==> src/rtl/reset_sequencer.sv <==
// reset_sequencer: board-level reset generator.
//
// Holds NUM_CHANNELS active-high resets asserted after power-on, PLL unlock or a debounced key
// press, then releases them in index order. The first channel is released HOLD_TICKS ticks after
// the last fault clears. Each further channel follows STAGGER_TICKS ticks later. A tick is one
// clock in every 2^PRESCALE_BITS.
//
// Ports:
//   clock         system clock (PLL output)
//   reset         asynchronous active-high reset
//   pll_locked_i  PLL lock, asynchronous, synchronised internally
//   key_i         raw push-button, synchronised then debounced
//   wdt_kick_i    single-clock watchdog kick, synchronous to clock
//   rst_o         per-channel active-high reset, driven straight from flops
//   ready_o       high once every channel is released
//   cause_o       last reset cause: 0 POR, 1 PLL, 2 KEY, 3 WDT
//
// Optional feature: define RESET_SEQUENCER_WDT_EN to add a tick-counted watchdog that runs in
// RUN only. Without the macro, wdt_kick_i is ignored and cause 3 never occurs.

`timescale 1ns/1ps

module reset_sequencer #(
  parameter int unsigned NUM_CHANNELS   = 2,
  parameter int unsigned PRESCALE_BITS  = 8,
  parameter int unsigned HOLD_TICKS     = 16,
  parameter int unsigned STAGGER_TICKS  = 4,
  parameter int unsigned DEBOUNCE_TICKS = 4,
  parameter int unsigned KEY_ACTIVE_LOW = 1,
  parameter int unsigned WDT_TICKS      = 1024
) (
  input  logic                    clock,
  input  logic                    reset,
  input  logic                    pll_locked_i,
  input  logic                    key_i,
  input  logic                    wdt_kick_i,
  output logic [NUM_CHANNELS-1:0] rst_o,
  output logic                    ready_o,
  output logic [1:0]              cause_o
);

  // Zero-length hold or stagger behaves as one tick.
  localparam int unsigned HoldMax = (HOLD_TICKS == 0) ? 1 : HOLD_TICKS;
  localparam int unsigned StagMax = (STAGGER_TICKS == 0) ? 1 : STAGGER_TICKS;
  localparam int unsigned DebMax  = (DEBOUNCE_TICKS == 0) ? 1 : DEBOUNCE_TICKS;
  localparam int unsigned HoldW   = $clog2(HoldMax + 1);
  localparam int unsigned StagW   = $clog2(StagMax + 1);
  localparam int unsigned DebW    = $clog2(DebMax + 1);
  localparam int unsigned IdxW    = (NUM_CHANNELS > 1) ? $clog2(NUM_CHANNELS) : 1;

  localparam logic [HoldW-1:0] HoldLast = HoldW'(HoldMax - 1);
  localparam logic [StagW-1:0] StagLast = StagW'(StagMax - 1);
  localparam logic [DebW-1:0]  DebLast  = DebW'(DebMax - 1);
  localparam logic [IdxW-1:0]  IdxLast  = IdxW'(NUM_CHANNELS - 1);

  localparam logic [1:0] CausePll = 2'd1;
  localparam logic [1:0] CauseKey = 2'd2;

  typedef enum logic [1:0] {StHold, StRelease, StRun} state_e;

  state_e                    state_q, state_d;
  logic [PRESCALE_BITS-1:0]  presc_q, presc_d;
  logic                      pll_s1_q, pll_s1_d, pll_s2_q, pll_s2_d;
  logic                      key_s1_q, key_s1_d, key_s2_q, key_s2_d;
  logic [DebW-1:0]           deb_q, deb_d;
  logic                      key_stable_q, key_stable_d;
  logic [HoldW-1:0]          hold_q, hold_d;
  logic [StagW-1:0]          stag_q, stag_d;
  logic [IdxW-1:0]           idx_q, idx_d;
  logic [NUM_CHANNELS-1:0]   rst_q, rst_d;
  logic                      ready_q, ready_d;
  logic [1:0]                cause_q, cause_d;

  logic       tick;
  logic       key_pressed_raw;
  logic       key_evt;
  logic       wdt_expire;
  logic       fault;
  logic [1:0] cause_sel;

  // Prescaler, synchronisers and debouncer.
  always_comb begin
    presc_d         = presc_q + 1'b1;
    tick            = &presc_q;
    pll_s1_d        = pll_locked_i;
    pll_s2_d        = pll_s1_q;
    key_s1_d        = key_i;
    key_s2_d        = key_s1_q;
    key_pressed_raw = (KEY_ACTIVE_LOW != 0) ? ~key_s2_q : key_s2_q;
    deb_d           = deb_q;
    key_stable_d    = key_stable_q;
    if (tick) begin
      if (key_pressed_raw != key_stable_q) begin
        if (deb_q == DebLast) begin
          key_stable_d = ~key_stable_q;
          deb_d        = '0;
        end else begin
          deb_d = deb_q + 1'b1;
        end
      end else begin
        deb_d = '0;
      end
    end
  end

  assign key_evt = key_stable_q;
  assign fault   = ~pll_s2_q | key_evt | wdt_expire;

  // Priority PLL > KEY > WDT when several faults land together.
  always_comb begin
    cause_sel = CauseKey;
    if (!pll_s2_q) begin
      cause_sel = CausePll;
`ifdef RESET_SEQUENCER_WDT_EN
    end else if (!key_evt) begin
      cause_sel = 2'd3;
`endif
    end
  end

  // Sequencing FSM.
  always_comb begin
    state_d = state_q;
    hold_d  = hold_q;
    stag_d  = stag_q;
    idx_d   = idx_q;
    rst_d   = rst_q;
    ready_d = ready_q;
    cause_d = cause_q;
    unique case (state_q)
      StHold: begin
        rst_d   = '1;
        ready_d = 1'b0;
        // A lingering fault only keeps the counter at zero and never rewrites the cause.
        if (fault) begin
          hold_d = '0;
        end else if (tick) begin
          if (hold_q == HoldLast) begin
            hold_d   = '0;
            rst_d[0] = 1'b0;
            if (NUM_CHANNELS == 1) begin
              state_d = StRun;
              ready_d = 1'b1;
            end else begin
              state_d = StRelease;
              idx_d   = IdxW'(1);
              stag_d  = '0;
            end
          end else begin
            hold_d = hold_q + 1'b1;
          end
        end
      end
      StRelease: begin
        if (tick) begin
          if (stag_q == StagLast) begin
            stag_d       = '0;
            rst_d[idx_q] = 1'b0;
            if (idx_q == IdxLast) begin
              state_d = StRun;
              ready_d = 1'b1;
            end else begin
              idx_d = idx_q + 1'b1;
            end
          end else begin
            stag_d = stag_q + 1'b1;
          end
        end
      end
      StRun: begin
        rst_d   = '0;
        ready_d = 1'b1;
      end
      default: state_d = StHold;
    endcase
    // Fault-driven HOLD entry overrides any progress made this cycle.
    if (fault && (state_q != StHold)) begin
      state_d = StHold;
      rst_d   = '1;
      ready_d = 1'b0;
      hold_d  = '0;
      stag_d  = '0;
      idx_d   = '0;
      cause_d = cause_sel;
    end
  end

  always_ff @(posedge clock or posedge reset) begin
    if (reset) begin
      state_q      <= StHold;
      presc_q      <= '0;
      pll_s1_q     <= 1'b0;
      pll_s2_q     <= 1'b0;
      key_s1_q     <= 1'b0;
      key_s2_q     <= 1'b0;
      deb_q        <= '0;
      key_stable_q <= 1'b0;
      hold_q       <= '0;
      stag_q       <= '0;
      idx_q        <= '0;
      rst_q        <= '1;
      ready_q      <= 1'b0;
      cause_q      <= 2'd0;
    end else begin
      state_q      <= state_d;
      presc_q      <= presc_d;
      pll_s1_q     <= pll_s1_d;
      pll_s2_q     <= pll_s2_d;
      key_s1_q     <= key_s1_d;
      key_s2_q     <= key_s2_d;
      deb_q        <= deb_d;
      key_stable_q <= key_stable_d;
      hold_q       <= hold_d;
      stag_q       <= stag_d;
      idx_q        <= idx_d;
      rst_q        <= rst_d;
      ready_q      <= ready_d;
      cause_q      <= cause_d;
    end
  end

`ifdef RESET_SEQUENCER_WDT_EN
  localparam int unsigned      WdtMax  = (WDT_TICKS == 0) ? 1 : WDT_TICKS;
  localparam int unsigned      WdtW    = $clog2(WdtMax + 1);
  localparam logic [WdtW-1:0]  WdtLast = WdtW'(WdtMax);

  logic [WdtW-1:0] wdt_q, wdt_d;

  // Kick wins over a coincident tick; the count is dropped whenever RUN is not held.
  always_comb begin
    wdt_d = wdt_q;
    if ((state_q != StRun) || (state_d != StRun)) begin
      wdt_d = '0;
    end else if (wdt_kick_i) begin
      wdt_d = '0;
    end else if (tick && (wdt_q != WdtLast)) begin
      wdt_d = wdt_q + 1'b1;
    end
  end

  assign wdt_expire = (state_q == StRun) && (wdt_q == WdtLast);

  always_ff @(posedge clock or posedge reset) begin
    if (reset) begin
      wdt_q <= '0;
    end else begin
      wdt_q <= wdt_d;
    end
  end
`else
  logic [1:0] unused_wdt;
  assign unused_wdt = {wdt_kick_i, WDT_TICKS[0]};
  assign wdt_expire = 1'b0;
`endif

  assign rst_o   = rst_q;
  assign ready_o = ready_q;
  assign cause_o = cause_q;

endmodule
==> config.mk <==
export PLATFORM = sky130hd
export DESIGN_NAME = reset_sequencer
export DESIGN_NICKNAME = d
export VERILOG_FILES = /design/src/rtl/reset_sequencer.sv
export SDC_FILE = /design/constraint.sdc
export NUM_CORES = 1
export LEC_CHECK = 0
export ABC_AREA = 1
export BUFFER_PORTS_ARGS = -buffer_cell sky130_fd_sc_hd__clkbuf_2
export CAP_MARGIN = 20
export CORE_ASPECT_RATIO = 1.4
export CORE_UTILIZATION = 35
export CTS_BUF_LIST = sky130_fd_sc_hd__clkbuf_4 sky130_fd_sc_hd__clkbuf_8
export CTS_CLUSTER_DIAMETER = 80
export DETAILED_ROUTE_END_ITERATION = 6
export HOLD_SLACK_MARGIN = 0.03
export MAX_ROUTING_LAYER = met4
export SLEW_MARGIN = 0
export SYNTH_ARGS = -nofsm -noshare
export SYNTH_HDL_FRONTEND = slang
export SYNTH_SLANG_ARGS = --single-unit
export TNS_END_PERCENT = 50
==> constraint.sdc <==
create_clock -name clock -period 1.8 [get_ports clock]
set_clock_uncertainty 0.2 [all_clocks]
set_input_delay 0.18 -clock clock [delete_from_list [all_inputs] [get_ports clock]]
set_output_delay 0.18 -clock clock [all_outputs]
set_load 0.005 [all_outputs]
==> flow_metrics.env <==
export IMPL_io_buffer_count=8
export IMPL_clock_insertion_delay_worst_skew_ps=290
export IMPL_cts_tree="done"
export IMPL_io_pins=10
export IMPL_hp_start="key_s1_q$_DFF_PP0_"
export IMPL_synthDistinctLibCells=28
export IMPL_number_of_antenna_violations_at_the_first_check_in_global_routing=0
export IMPL_worstHoldEndpoint="key_s2_q$_DFF_PP0_"
export IMPL_max_vdd_ir_drop_mv=0.464
export IMPL_final_critical_path_setup_slack_ps=145
export IMPL_critical_path_peak_fanout=8
export IMPL_fmax_mhz=604
export IMPL_fp_dieW_um=60.3
export IMPL_setup_violations=0
export IMPL_grt_first_pass_wirelength_um=5090
export IMPL_number_of_cell_instances_on_the_worst_register_to_register_path=9
export IMPL_worst_hold_margin_ps=147
export IMPL_crit_reg2reg_launch="state_q[0]$_DFFE_PP0P_"
export IMPL_max_cap_viol_count=0
export IMPL_hold_viol=0
export IMPL_detail_route_vias_per_cell=4.49
export IMPL_outcome="finished, final reports clean"
export IMPL_period_needed_ps=1660
export IMPL_post_synth_instance_area_um2=1670
export IMPL_min_period_over_period_pct=92.0
export IMPL_ys_warnings_count=0
export IMPL_syn_to_final_growth_pct=17.2
export IMPL_reg_to_reg_critical_path_endpoint="state_q[0]$_DFFE_PP0P_"
export IMPL_timing_setup_critical_path_class="flip-flop to flip-flop"
export IMPL_power_total_mw=1.29
export IMPL_fin_setup_tns_ps=0
export IMPL_first_iter_violations=18
export IMPL_stdcell_count=265
export IMPL_grt_overflow_total=0
export IMPL_fp_dieArea_um2=5050
export IMPL_hpwlAfterDp_um=2140
export IMPL_worst_setup_path_end_kind="flip-flop"
export IMPL_placementRows=29
export IMPL_dominantRegCellSynth="dfrtp_1"
export IMPL_worst_slew_margin_rel_pct=66.7
export IMPL_die_y_um=83.6
export IMPL_dr_total_vias=1190
export IMPL_initial_core_util_pct=36.7
export IMPL_clk_pin_slew_ps=70
export IMPL_cp_data_arrival_time_ps=1640
export IMPL_post_synth_cell_area_avg_um2=9.26
export IMPL_syn_nets=193
export IMPL_post_place_ws_ps=103
export IMPL_crit_required_ps=1780
export IMPL_routed_wl_um=2760
export IMPL_clock_sink_count=32
export IMPL_gp_congestion=0.861
export IMPL_core_area_um2=4540
export IMPL_timing_hold_worst_path_depth=0
export IMPL_grt_max_degree=22
export IMPL_timing_critical_path_from_type="flip-flop"
export IMPL_cts_buffers=5
export IMPL_synth_enable_flop_cells=0
export IMPL_dpl_cell_count=255
export IMPL_antenna_fix_cells=0
export IMPL_wire_per_inst_um=10.4
export IMPL_power_density_cell_area_nw_per_um2=661
export IMPL_cts_root_buf="clkbuf_8"
export IMPL_clk_path_buf_depth=2
export IMPL_htreeDepth=2
export IMPL_seq_area_frac_synth_pct=48.2
export IMPL_design_final_nets=216
export IMPL_num_fill_cells=449
export IMPL_synth_ff_latch_count=32
export IMPL_antenna_left=0
export IMPL_first_global_vias=1160
export IMPL_hp_class="flip-flop to flip-flop"
export IMPL_tightest_pin_transition_ps=499
export IMPL_layout_drive_gt1_share_pct=27.1
export IMPL_firstDrtPassIters=4
export IMPL_groute_usage_overall_pct=14.0
export IMPL_power_static_leakage_nw=0.956
export IMPL_cts_repair_timing_setup_buffer_count=0
export IMPL_detail_route_drc_violations=0
export IMPL_async_reset_ff_share_pct=100
export IMPL_synthesis_instances=180
export IMPL_timing_reg2reg_setup_slack_ps=140
export IMPL_final_max_slew_violation_count=0
logic make-up (layout without fill, tap and decap cells):
group	after synthesis	after routing	synth area share, %
flops	32	32	48.2
simple gates	86	86	27.9
buf+inv	26	49	5.86
compound gates	19	19	7.36
fa+ha+maj	8	8	6.01
xor+xnor	9	9	4.73
state kept, by name (all words and copies together), names as in the netlist:
register and count:
cause_o 2, state_q 2, presc_q 8, deb_q 3, key_evt 1, key_s2_q 1, pll_s1_q 1, stag_q 3
idx_q 1, pll_s2_q 1, ready_o 1, hold_q 5, rst_o 2, key_s1_q 1
critical path, cell delays in order, from the launching register on:
cell	delay (ps)
dfrtp_1	400
inv_1	110
ha_2	220
inv_4	60
nand2_4	110
nand3_1	120
nand2_2	100
clkinv_1	80
nand3_1	80
nand2_1	60
cell usage after synthesis, types with 5 or more instances:
cell type  number  area [µm²]
dfrtp_1        30         751
ha_1            8         100
inv_1          18        67.6
inv_2           7        26.3
nand2_1        33         124
nand2_2         7        43.8
nand3_1        16        80.1
nand4_1         5        31.3
nor2_1         12        45.0
o21ai_1         6        30.0
xor2_1          5        43.8
where the power goes:
group	internal [mW]	total, mW	switching [mW]
Combinational	0.0137	0.0365	0.0228
Sequential	0.724	0.726	0.00252
Clock	0.261	0.529	0.268
how the worst max path moves through the flow:
| stage | startpoint | endpoint | cells past startpoint |
|---|---|---|---|
| floorplan | state_q[0]$_DFFE_PP0P_ | ready_o$_DFFE_PP0P_ | 10 |
| global placement | state_q[0]$_DFFE_PP0P_ | ready_o$_DFFE_PP0P_ | 10 |
| detailed placement | state_q[0]$_DFFE_PP0P_ | ready_o$_DFFE_PP0P_ | 10 |
| CTS | state_q[0]$_DFFE_PP0P_ | ready_o$_DFFE_PP0P_ | 10 |
| global route | state_q[0]$_DFFE_PP0P_ | state_q[1]$_DFFE_PP0P_ | 9 |
| finish | state_q[0]$_DFFE_PP0P_ | state_q[0]$_DFFE_PP0P_ | 9 |
per-layer routing:
| metal | up-vias | wire length, µm | global-route usage, % | share of wire, % |
|---|---|---|---|---|
| li1 | 621 | - | - | - |
| met1 | 553 | 1210 | 16.3 | 44 |
| met2 | 11 | 1400 | 22.0 | 51 |
| met3 | 5 | 73 | 3.72 | 2.6 |
| met4 | 0 | 68 | 6.34 | 2.5 |
| met5 | - | 0 | - | 0 |
through the flow:
| stage | util, % | cell area, µm² |
|---|---|---|
| finish | 43.1 | 1950 |
| global route | 43.1 | 1950 |
| CTS | 42.9 | 1950 |
| detailed placement | 40.4 | 1830 |
| global placement | 40.4 | 1830 |
| floorplan | - | 1670 |
placed cells by master, fill, tap and decap left out, types with 2 or more instances in the layout:
master	n
nand2_2	7
xor2_1	5
o21ai_1	6
nand3_1	16
nand4_1	5
inv_2	7
xnor2_1	4
nor2_4	4
nand2_1	33
clkbuf_8	5
dfstp_2	2
nand3_2	2
nor2_2	2
o21ai_0	3
inv_1	17
o21bai_1	2
buf_4	4
clkbuf_2	8
o21ai_2	3
ha_1	7
nand2_4	4
dlygate4sd3_1	3
nor2_1	11
dfrtp_1	30
layout make-up:
cell class / instances / area, µm² / share of cell area (%)
Clock buffer: 5 / 68.8 / 3.52
Inverter: 26 / 100 / 5.12
Sequential cell: 32 / 803 / 41.1
Clock inverter: 2 / 12.5 / 0.641
Multi-Input combinational cell: 122 / 771 / 39.5
Timing Repair Buffer: 16 / 120 / 6.15
Tap cell: 62 / 77.6 / 3.97
what timing repair did:
| action | CTS | global route |
|---|---|---|
| hold buffers | 3 | 0 |
| gates resized for setup | 0 | 4 |
| endpoints found under the hold margin | 11 | 0 |
| setup endpoints to repair | 0 | 6 |
No activity file was read; power rests on OpenSTA's default activity.
